File: src/rtl/alu_exec_unit.sv
// Execute-stage ALU with valid/ready handshakes; SLL/SRA iterate one bit per cycle.
// Define ALU_FLAGS_EN to add the registered negative/carry/overflow outputs.
module alu_exec_unit #(
  parameter int WIDTH   = 32,
  parameter int SHAMT_W = 5
) (
  input  logic             clk,
  input  logic             rst,
  input  logic             in_valid,
  output logic             in_ready,
  input  logic [2:0]       alu_control,
  input  logic [WIDTH-1:0] src_a,
  input  logic [WIDTH-1:0] src_b,
  output logic             out_valid,
  input  logic             out_ready,
  output logic [WIDTH-1:0] result,
  output logic             zero
`ifdef ALU_FLAGS_EN
  ,
  output logic             negative,
  output logic             carry,
  output logic             overflow
`endif
);

  typedef enum logic [1:0] {IDLE, SHIFT, DONE} state_t;
  typedef enum logic [2:0] {
    OP_ADD = 3'b000, OP_SUB = 3'b001, OP_NOT = 3'b010, OP_SLL = 3'b011,
    OP_SRA = 3'b100, OP_AND = 3'b101, OP_OR  = 3'b110, OP_SLT = 3'b111
  } alu_op_t;

  state_t             state_q, state_d;
  alu_op_t            op;
  logic [SHAMT_W-1:0] shamt;
  logic               accept;
  logic               is_shift;
  logic               start_shift;

  logic [WIDTH-1:0]   add_res, sub_res, alu_res;
  logic               sub_ovf, slt_lt;

  logic [WIDTH-1:0]   work_q, shift_next;
  logic [SHAMT_W-1:0] cnt_q;
  logic               sra_q;
  logic               shift_last;

  assign op          = alu_op_t'(alu_control);
  assign shamt       = src_b[SHAMT_W-1:0];
  assign in_ready    = (state_q == IDLE);
  assign out_valid   = (state_q == DONE);
  assign accept      = in_valid & in_ready;
  assign is_shift    = (op == OP_SLL) || (op == OP_SRA);
  assign start_shift = is_shift && (shamt != '0);
  assign shift_last  = (cnt_q == {{(SHAMT_W-1){1'b0}}, 1'b1});

`ifdef ALU_FLAGS_EN
  logic add_c, sub_c, add_ovf, alu_carry, alu_ovf;
  assign {add_c, add_res} = {1'b0, src_a} + {1'b0, src_b};
  assign {sub_c, sub_res} = {1'b0, src_a} + {1'b0, ~src_b} + {{WIDTH{1'b0}}, 1'b1};
  assign add_ovf   = (src_a[WIDTH-1] == src_b[WIDTH-1]) && (add_res[WIDTH-1] != src_a[WIDTH-1]);
  assign alu_carry = (op == OP_ADD) ? add_c :
                     ((op == OP_SUB) || (op == OP_SLT)) ? sub_c : 1'b0;
  assign alu_ovf   = (op == OP_ADD) ? add_ovf :
                     ((op == OP_SUB) || (op == OP_SLT)) ? sub_ovf : 1'b0;
`else
  assign add_res = src_a + src_b;
  assign sub_res = src_a + ~src_b + {{(WIDTH-1){1'b0}}, 1'b1};
`endif

  // Signed less-than comes from the sign of A-B corrected by its overflow.
  assign sub_ovf = (src_a[WIDTH-1] != src_b[WIDTH-1]) && (sub_res[WIDTH-1] != src_a[WIDTH-1]);
  assign slt_lt  = sub_res[WIDTH-1] ^ sub_ovf;

  always_comb begin
    alu_res = add_res;
    case (op)
      OP_ADD:         alu_res = add_res;
      OP_SUB:         alu_res = sub_res;
      OP_NOT:         alu_res = ~src_a;
      OP_SLL, OP_SRA: alu_res = src_a;
      OP_AND:         alu_res = src_a & src_b;
      OP_OR:          alu_res = src_a | src_b;
      OP_SLT:         alu_res = {{(WIDTH-1){1'b0}}, slt_lt};
      default:        alu_res = add_res;
    endcase
  end

  assign shift_next = sra_q ? {work_q[WIDTH-1], work_q[WIDTH-1:1]}
                            : {work_q[WIDTH-2:0], 1'b0};

  always_ff @(posedge clk) begin
    if (rst) state_q <= IDLE;
    else     state_q <= state_d;
  end

  always_comb begin
    state_d = state_q;
    case (state_q)
      IDLE:    if (accept) state_d = start_shift ? SHIFT : DONE;
      SHIFT:   if (shift_last) state_d = DONE;
      DONE:    if (out_ready) state_d = IDLE;
      default: state_d = IDLE;
    endcase
  end

  // Result registers only change when an operation completes, so DONE holds them stable.
  always_ff @(posedge clk) begin
    if (rst) begin
      work_q   <= '0;
      cnt_q    <= '0;
      sra_q    <= 1'b0;
      result   <= '0;
      zero     <= 1'b0;
`ifdef ALU_FLAGS_EN
      negative <= 1'b0;
      carry    <= 1'b0;
      overflow <= 1'b0;
`endif
    end else begin
      case (state_q)
        IDLE: begin
          if (accept) begin
            if (start_shift) begin
              work_q <= src_a;
              cnt_q  <= shamt;
              sra_q  <= (op == OP_SRA);
            end else begin
              result   <= alu_res;
              zero     <= (alu_res == '0);
`ifdef ALU_FLAGS_EN
              negative <= alu_res[WIDTH-1];
              carry    <= alu_carry;
              overflow <= alu_ovf;
`endif
            end
          end
        end
        SHIFT: begin
          work_q <= shift_next;
          cnt_q  <= cnt_q - 1'b1;
          if (shift_last) begin
            result   <= shift_next;
            zero     <= (shift_next == '0);
`ifdef ALU_FLAGS_EN
            negative <= shift_next[WIDTH-1];
            carry    <= 1'b0;
            overflow <= 1'b0;
`endif
          end
        end
        default: ;
      endcase
    end
  end

endmodule

File: config.mk
export PLATFORM = sky130hd
export DESIGN_NAME = alu_exec_unit
export DESIGN_NICKNAME = d
export VERILOG_FILES = /design/src/rtl/alu_exec_unit.sv
export SDC_FILE = /design/constraint.sdc
export NUM_CORES = 1
export LEC_CHECK = 0
export ABC_CLOCK_PERIOD_IN_PS = 8000
export CAP_MARGIN = 25
export CORE_AREA = 4 4 140 142
export CTS_CLUSTER_DIAMETER = 150
export DETAILED_ROUTE_END_ITERATION = 8
export DIE_AREA = 0 0 144 146
export PLACE_DENSITY = 0.76
export REMOVE_ABC_BUFFERS = 1
export SYNTH_ARGS = -nofsm -noshare
export SYNTH_HDL_FRONTEND = slang
export SYNTH_SLANG_ARGS = --single-unit
File: constraint.sdc
create_clock -name clk -period 8 [get_ports clk]
set_clock_uncertainty 0.15 [all_clocks]
set_input_delay 1.6 -clock clk [delete_from_list [all_inputs] [get_ports clk]]
set_output_delay 1.6 -clock clk [all_outputs]
set_load 0.02 [all_outputs]
# After elaboration in Yosys (flattened, before gate mapping)
# Index checks and enable logic that the tools add are counted.
# totals
mem_bits_rw	0
inputBits	71
output_inout_bits	35
elab_cells	68
latch_bits	0
mem_count	0
mem_bits_ro	0
register_bits	73
# op_classes
div_mod_pow	0
reduce_logical	14
n_shift	0
n_addsub	4
eq_ne	17
n_bitwise	6
mux	21
order_cmp	0
mul	0
# op_table
op	n
32-bit case mux with 7 select lines	1
32-bit two-way mux	6
32-bit case mux with 2 select lines	2
32-bit adder	2
32-bit zero test	2
32-bit NOT	2
32-bit by 1-bit adder with 32-bit output, second input constant	1
32-bit bitwise AND	1
32-bit bitwise OR	1
3-bit == test, second input constant	4
5-bit two-way mux	2
5-bit case mux with 2 select lines	1
3-bit AND reduction	3
2-bit two-way mux	4
3-bit by 2-bit == test with 1-bit output, second input constant	2
2-bit by 1-bit != test with 1-bit output, second input constant	3
2-bit case mux with 3 select lines	1
5-bit by 1-bit == test with 1-bit output, second input constant	1
5-bit nonzero test	1
5-bit by 1-bit subtractor with 5-bit output, second input constant	1
2-bit != test, second input constant	2
4-bit AND reduction	1
3-bit by 1-bit == test with 1-bit output, second input constant	1
3-bit zero test	1
12 further kinds	16

# Longest topological paths before layout
# logic_depth
ltp_word	11
depth_mapped	25
mapped_depth_nobuf	24

# Worst setup path after synthesis
# OpenSTA, ideal clock, no wires.
# synth_path
path_type	input to register
startpoint	input src_a[4]
endpoint	register zero
path_slack_ns	2.295
setup_ns	0.084
path_buffers	1
cell_stages	25
required_time_ns	7.766
arrival_ns	5.470
cell_sequence	inv_1 ha_1 buf_6 nor3_4 a221oi_2 a2111oi_4 o21ai_2 a31oi_2 o21ai_2 o21bai_1 a21oi_1 o21bai_1 a21oi_1 fa_1 mux2i_1 o221ai_1 a21oi_1 and4b_1 and4b_1 nand4_1 nor4_1 nand4_1 nor4_2 nand4_1 o31ai_2
# synth_between
elab_chain_len	10
word_cells_on_any_way	14
classes_between	add/sub (3); eq/ne (1); mux (4); bitwise (4); reduce/logical (2)
# synth_lines
item	line	rtl
start: declaration	12	input logic [WIDTH-1:0] src_a,
32-bit adder	67	assign sub_res = src_a + ~src_b + {{(WIDTH-1){1'b0}}, 1'b1};
32-bit by 1-bit adder with 32-bit output	67	
1-bit != test	71	assign sub_ovf = (src_a[WIDTH-1] != src_b[WIDTH-1]) && (sub_res[WIDTH-1] != src_a[WIDTH-1]);
1-bit logical AND	71	
1-bit XOR	72	assign slt_lt = sub_res[WIDTH-1] ^ sub_ovf;
32-bit case mux with 7 select lines *	76	case (op)
32-bit zero test *	129	zero <= (alu_res == '0);
1-bit two-way mux *	123	if (start_shift) begin
1-bit two-way mux *	122	if (accept) begin
1-bit case mux with 2 select lines *	120	case (state_q)
end signal: assignment	129	
end signal: assignment	143	zero <= (shift_next == '0);
end: declaration	17	output logic zero
# Mark *: on every way between the ends. The rest lies on a longest branch, timed or not. The select of a mux whose other input is x is not followed.
# A chain may end at the register's enable or synchronous reset.

# Worst setup path after layout
# layout_path
startpoint	input src_a[1]
endpoint	register zero
# Same word-level chain as after synthesis.

==> impl_metrics.csv <==
group,metric,value,unit
timing,setup_tns,0,ns
timing,relSlewSlack,31.1,%
detailed_routing,ant_nets,0,
placement,portBuffers,105,
synthesis,synth_top_area_share,15.0,%
cts,cts_tree,"yes",
timing,slew_viol_final,0,
timing,rsz0062_at_grt,"no",
synthesis,ys.warnings.count,0,
final_layout,final_common_cell,"nand2_1",
worst_setup_path,worstPathMaxFanout,6,
power,vdd_drop_max,0.104,mV
floorplanning,die_y,146,um
worst_setup_path,crit_start,"src_a[1]",
worst_setup_path,critical-path-max-stage-delay,0.64,ns
grt,overflow,0,
final_layout,fin_cells,1619,
worst_setup_path,crit_cells,25,
floorplanning,rows,50,
grt,grt_start_max_net_pins,71,
worst_setup_path,cp.required,8.10,ns
worst_setup_path,r2r.worst_path.cells,11,
worst_setup_path,worstReg2RegStart,"state_q[1]$_SDFFE_PP0P_",
floorplanning,dieArea,0.0210,mm^2
synthesis,syn_area,0.00974,mm^2
timing,worst_pin_slew,1.03,ns
final_layout,final_area,0.0110,mm^2
synthesis,synth.area.top_cells,"dfxtp_1 (15%), ha_1 (12%), nand2_1 (6.0%)",
placement,dp_cells,1603,
final_layout,fillerInstances,1742,
cts,cts_setup_buffers,0,
grt,antenna_found_initial,0,
cts,htree_levels,3,
detailed_routing,drc,0,
placement,place_hpwl,24700,um
timing,fin_crit,6.86,ns
synthesis,ys_types,99,
cts,cts-root-buf,"clkbuf_16",
worst_setup_path,cp_slowest_cell,"clkdlybuf4s50_1",
worst_setup_path,path_class,"input pin to flop",
floorplanning,start_util,52.8,%
run,cap_violations,0,
synthesis,synth.ff_latch_count,73,
detailed_routing,wl_per_cell,21.2,um
timing,period_share,85.7,%
worst_setup_path,crit_path_end,"zero$_SDFFE_PP0P_",
detailed_routing,vias,10800,
worst_setup_path,cp-end-kind,"flop",
synthesis,syn_avg_cell_area,7.23,um^2
min_path,worstHoldPathType,"flop to flop",
synthesis,async_flop_share,0,%
floorplanning,num_io_pins,106,
worst_setup_path,worst_setup_path_start_kind,"input pin",
placement,dpl_cell_area,0.0107,mm^2
final_layout,nets,1551,
detailed_routing,wl,34400,um
cts,insertion_delay,0.34,ns
worst_setup_path,crit_arrival,6.96,ns
cts,cts_resized,0,
synthesis,yosysTopAreaCell,"dfxtp_1",
final_layout,antenna_cells,0,
floorplanning,coreArea,0.0185,mm^2
synthesis,synth_ff_type,"dfxtp_1",
outcome,status,"complete, no violations",
final_layout,layout_common_cells,"nand2_1 (155), a21oi_1 (103), inv_1 (101), clkdlybuf4s50_1 (101), nor2_1 (99)",
cts,path_clk_slew,0.06,ns
detailed_routing,drt-initial-drc-count,1206,
synthesis,seq_area_frac_synth,15.0,%
detailed_routing,post_drt_via_cell_ratio,6.65,
detailed_routing,drtPass1Iterations,8,
worst_setup_path,r2r_slack,4.69,ns
cts,cts_buffers,9,
power,power_leakage,4.49,nW
placement,gp_congestion,1.01,
floorplanning,die_w,144,um
timing,clock.fmax,146,MHz
cts,cts.hold.buffers_added,0,
synthesis,synth-edff-count,0,
cts,clock-sinks,73,
synthesis,syn_inst,1347,
worst_setup_path,rr_endpoint,"zero$_SDFFE_PP0P_",
timing,hold_violations,0,
final_layout,drive_gt1_share,6.06,%
grt,grt_pass1_wl,53500,um
final_layout,area.growth.synth_to_final,13.3,%
cts,cts_buffer_depth,2,
power,power_density,144,mW/mm^2
timing,setup_viol_count_final,0,
grt,grt.total_usage,31.6,%
grt,grt_pass1_vias,9811,
worst_setup_path,cp_top_family,"compound AO/OA/AOI/OAI gates",
worst_setup_path,crit_buf_inv,2,
[flip-flops by register name, summed over array words and instances (netlist names)]
name     flops
work_q      32
cnt_q        5
sra_q        1
result      32
state_q      2
zero         1
[cell usage after synthesis, drive strengths merged, types with 38 or more instances]
cell / n
a211oi: 41
clkbuf: 60
o21ai: 55
ha: 97
a21oi: 106
mux2i: 40
buf: 38
nand2: 155
inv: 102
dfxtp: 73
nor2: 102
[metal layers]
layer | part of all wire [%] | wire [um] | global-route usage [%] | vias up
met2 | 44 | 15100 | 47.6 | 655
met4 | 3.8 | 1300 | 12.3 | 0
met5 | 0 | 0 | 0 | -
li1 | - | - | - | 5005
met3 | 10 | 3430 | 5.23 | 106
met1 | 42 | 14500 | 44.6 | 4994
[area by class of cell]
type / instances / area, um^2 / area share [%]
clock inverters: 5 / 103 / 0.930
multi-input cells: 1073 / 7400 / 67.1
well taps: 234 / 293 / 2.65
clock buffers: 11 / 243 / 2.20
flip-flops and latches: 73 / 1460 / 13.3
repair buffers: 120 / 1150 / 10.4
inverters: 103 / 387 / 3.50
[cell families (layout without fill, tap and decap cells)]
kind of cell             count (synthesis)  in the layout  share of synthesized area, %
XOR/XNOR                                34             34                          3.06
flip-flops                              73             73                          15.0
adder cells (fa/ha/maj)                100            100                          13.1
AND/OR/NAND/NOR                        462            462                          23.4
AO/OA/AOI/OAI                          434            434                          31.8
buffers and inverters                  201            239                          9.27
multiplexers                            43             43                          4.46
[where the power goes]
group / internal (mW) / switching, mW / total [mW] / leakage (nW)
Sequential: 0.395 / 0.0282 / 0.423 / 0.597
Clock: 0.313 / 0.166 / 0.480 / 0.166
Combinational: 0.261 / 0.425 / 0.686 / 3.73
Total: 0.970 / 0.619 / 1.59 / 4.49
[per-stage QoR]
step / hold WS, ns / power, mW / util (%) / setup WS [ns]
2_1_floorplan: 0.299 / 0.844 / - / 2.27
3_3_place_gp: 0.289 / 1.09 / 57.9 / 1.09
3_5_place_dp: 0.295 / 1.09 / 57.9 / 0.925
4_1_cts: 0.302 / 1.57 / 59.8 / 1.23
5_1_grt: 0.315 / 1.66 / 59.8 / 0.734
6_report: 0.298 / 1.59 / 59.8 / 1.14
[how the worst min path moves through the flow]
stage | start | to | slack [ns] | cells after the start
2_1_floorplan | work_q[0]$_SDFFE_PP0P_ | work_q[0]$_SDFFE_PP0P_ | 0.30 | 2
3_3_place_gp | result[15]$_SDFFE_PP0P_ | result[15]$_SDFFE_PP0P_ | 0.29 | 2
3_5_place_dp | result[9]$_SDFFE_PP0P_ | result[9]$_SDFFE_PP0P_ | 0.30 | 2
4_1_cts | result[15]$_SDFFE_PP0P_ | result[15]$_SDFFE_PP0P_ | 0.30 | 2
5_1_grt | result[15]$_SDFFE_PP0P_ | result[15]$_SDFFE_PP0P_ | 0.32 | 2
6_report | result[26]$_SDFFE_PP0P_ | result[26]$_SDFFE_PP0P_ | 0.30 | 2
[tightest hold or removal path, delay by kind of cell, from the launching register on]
kind,cells,cell delay [ns]
compound gates,1,0.05
flops,1,0.30
simple gates,1,0.05
No activity file was read; power rests on OpenSTA's default activity.
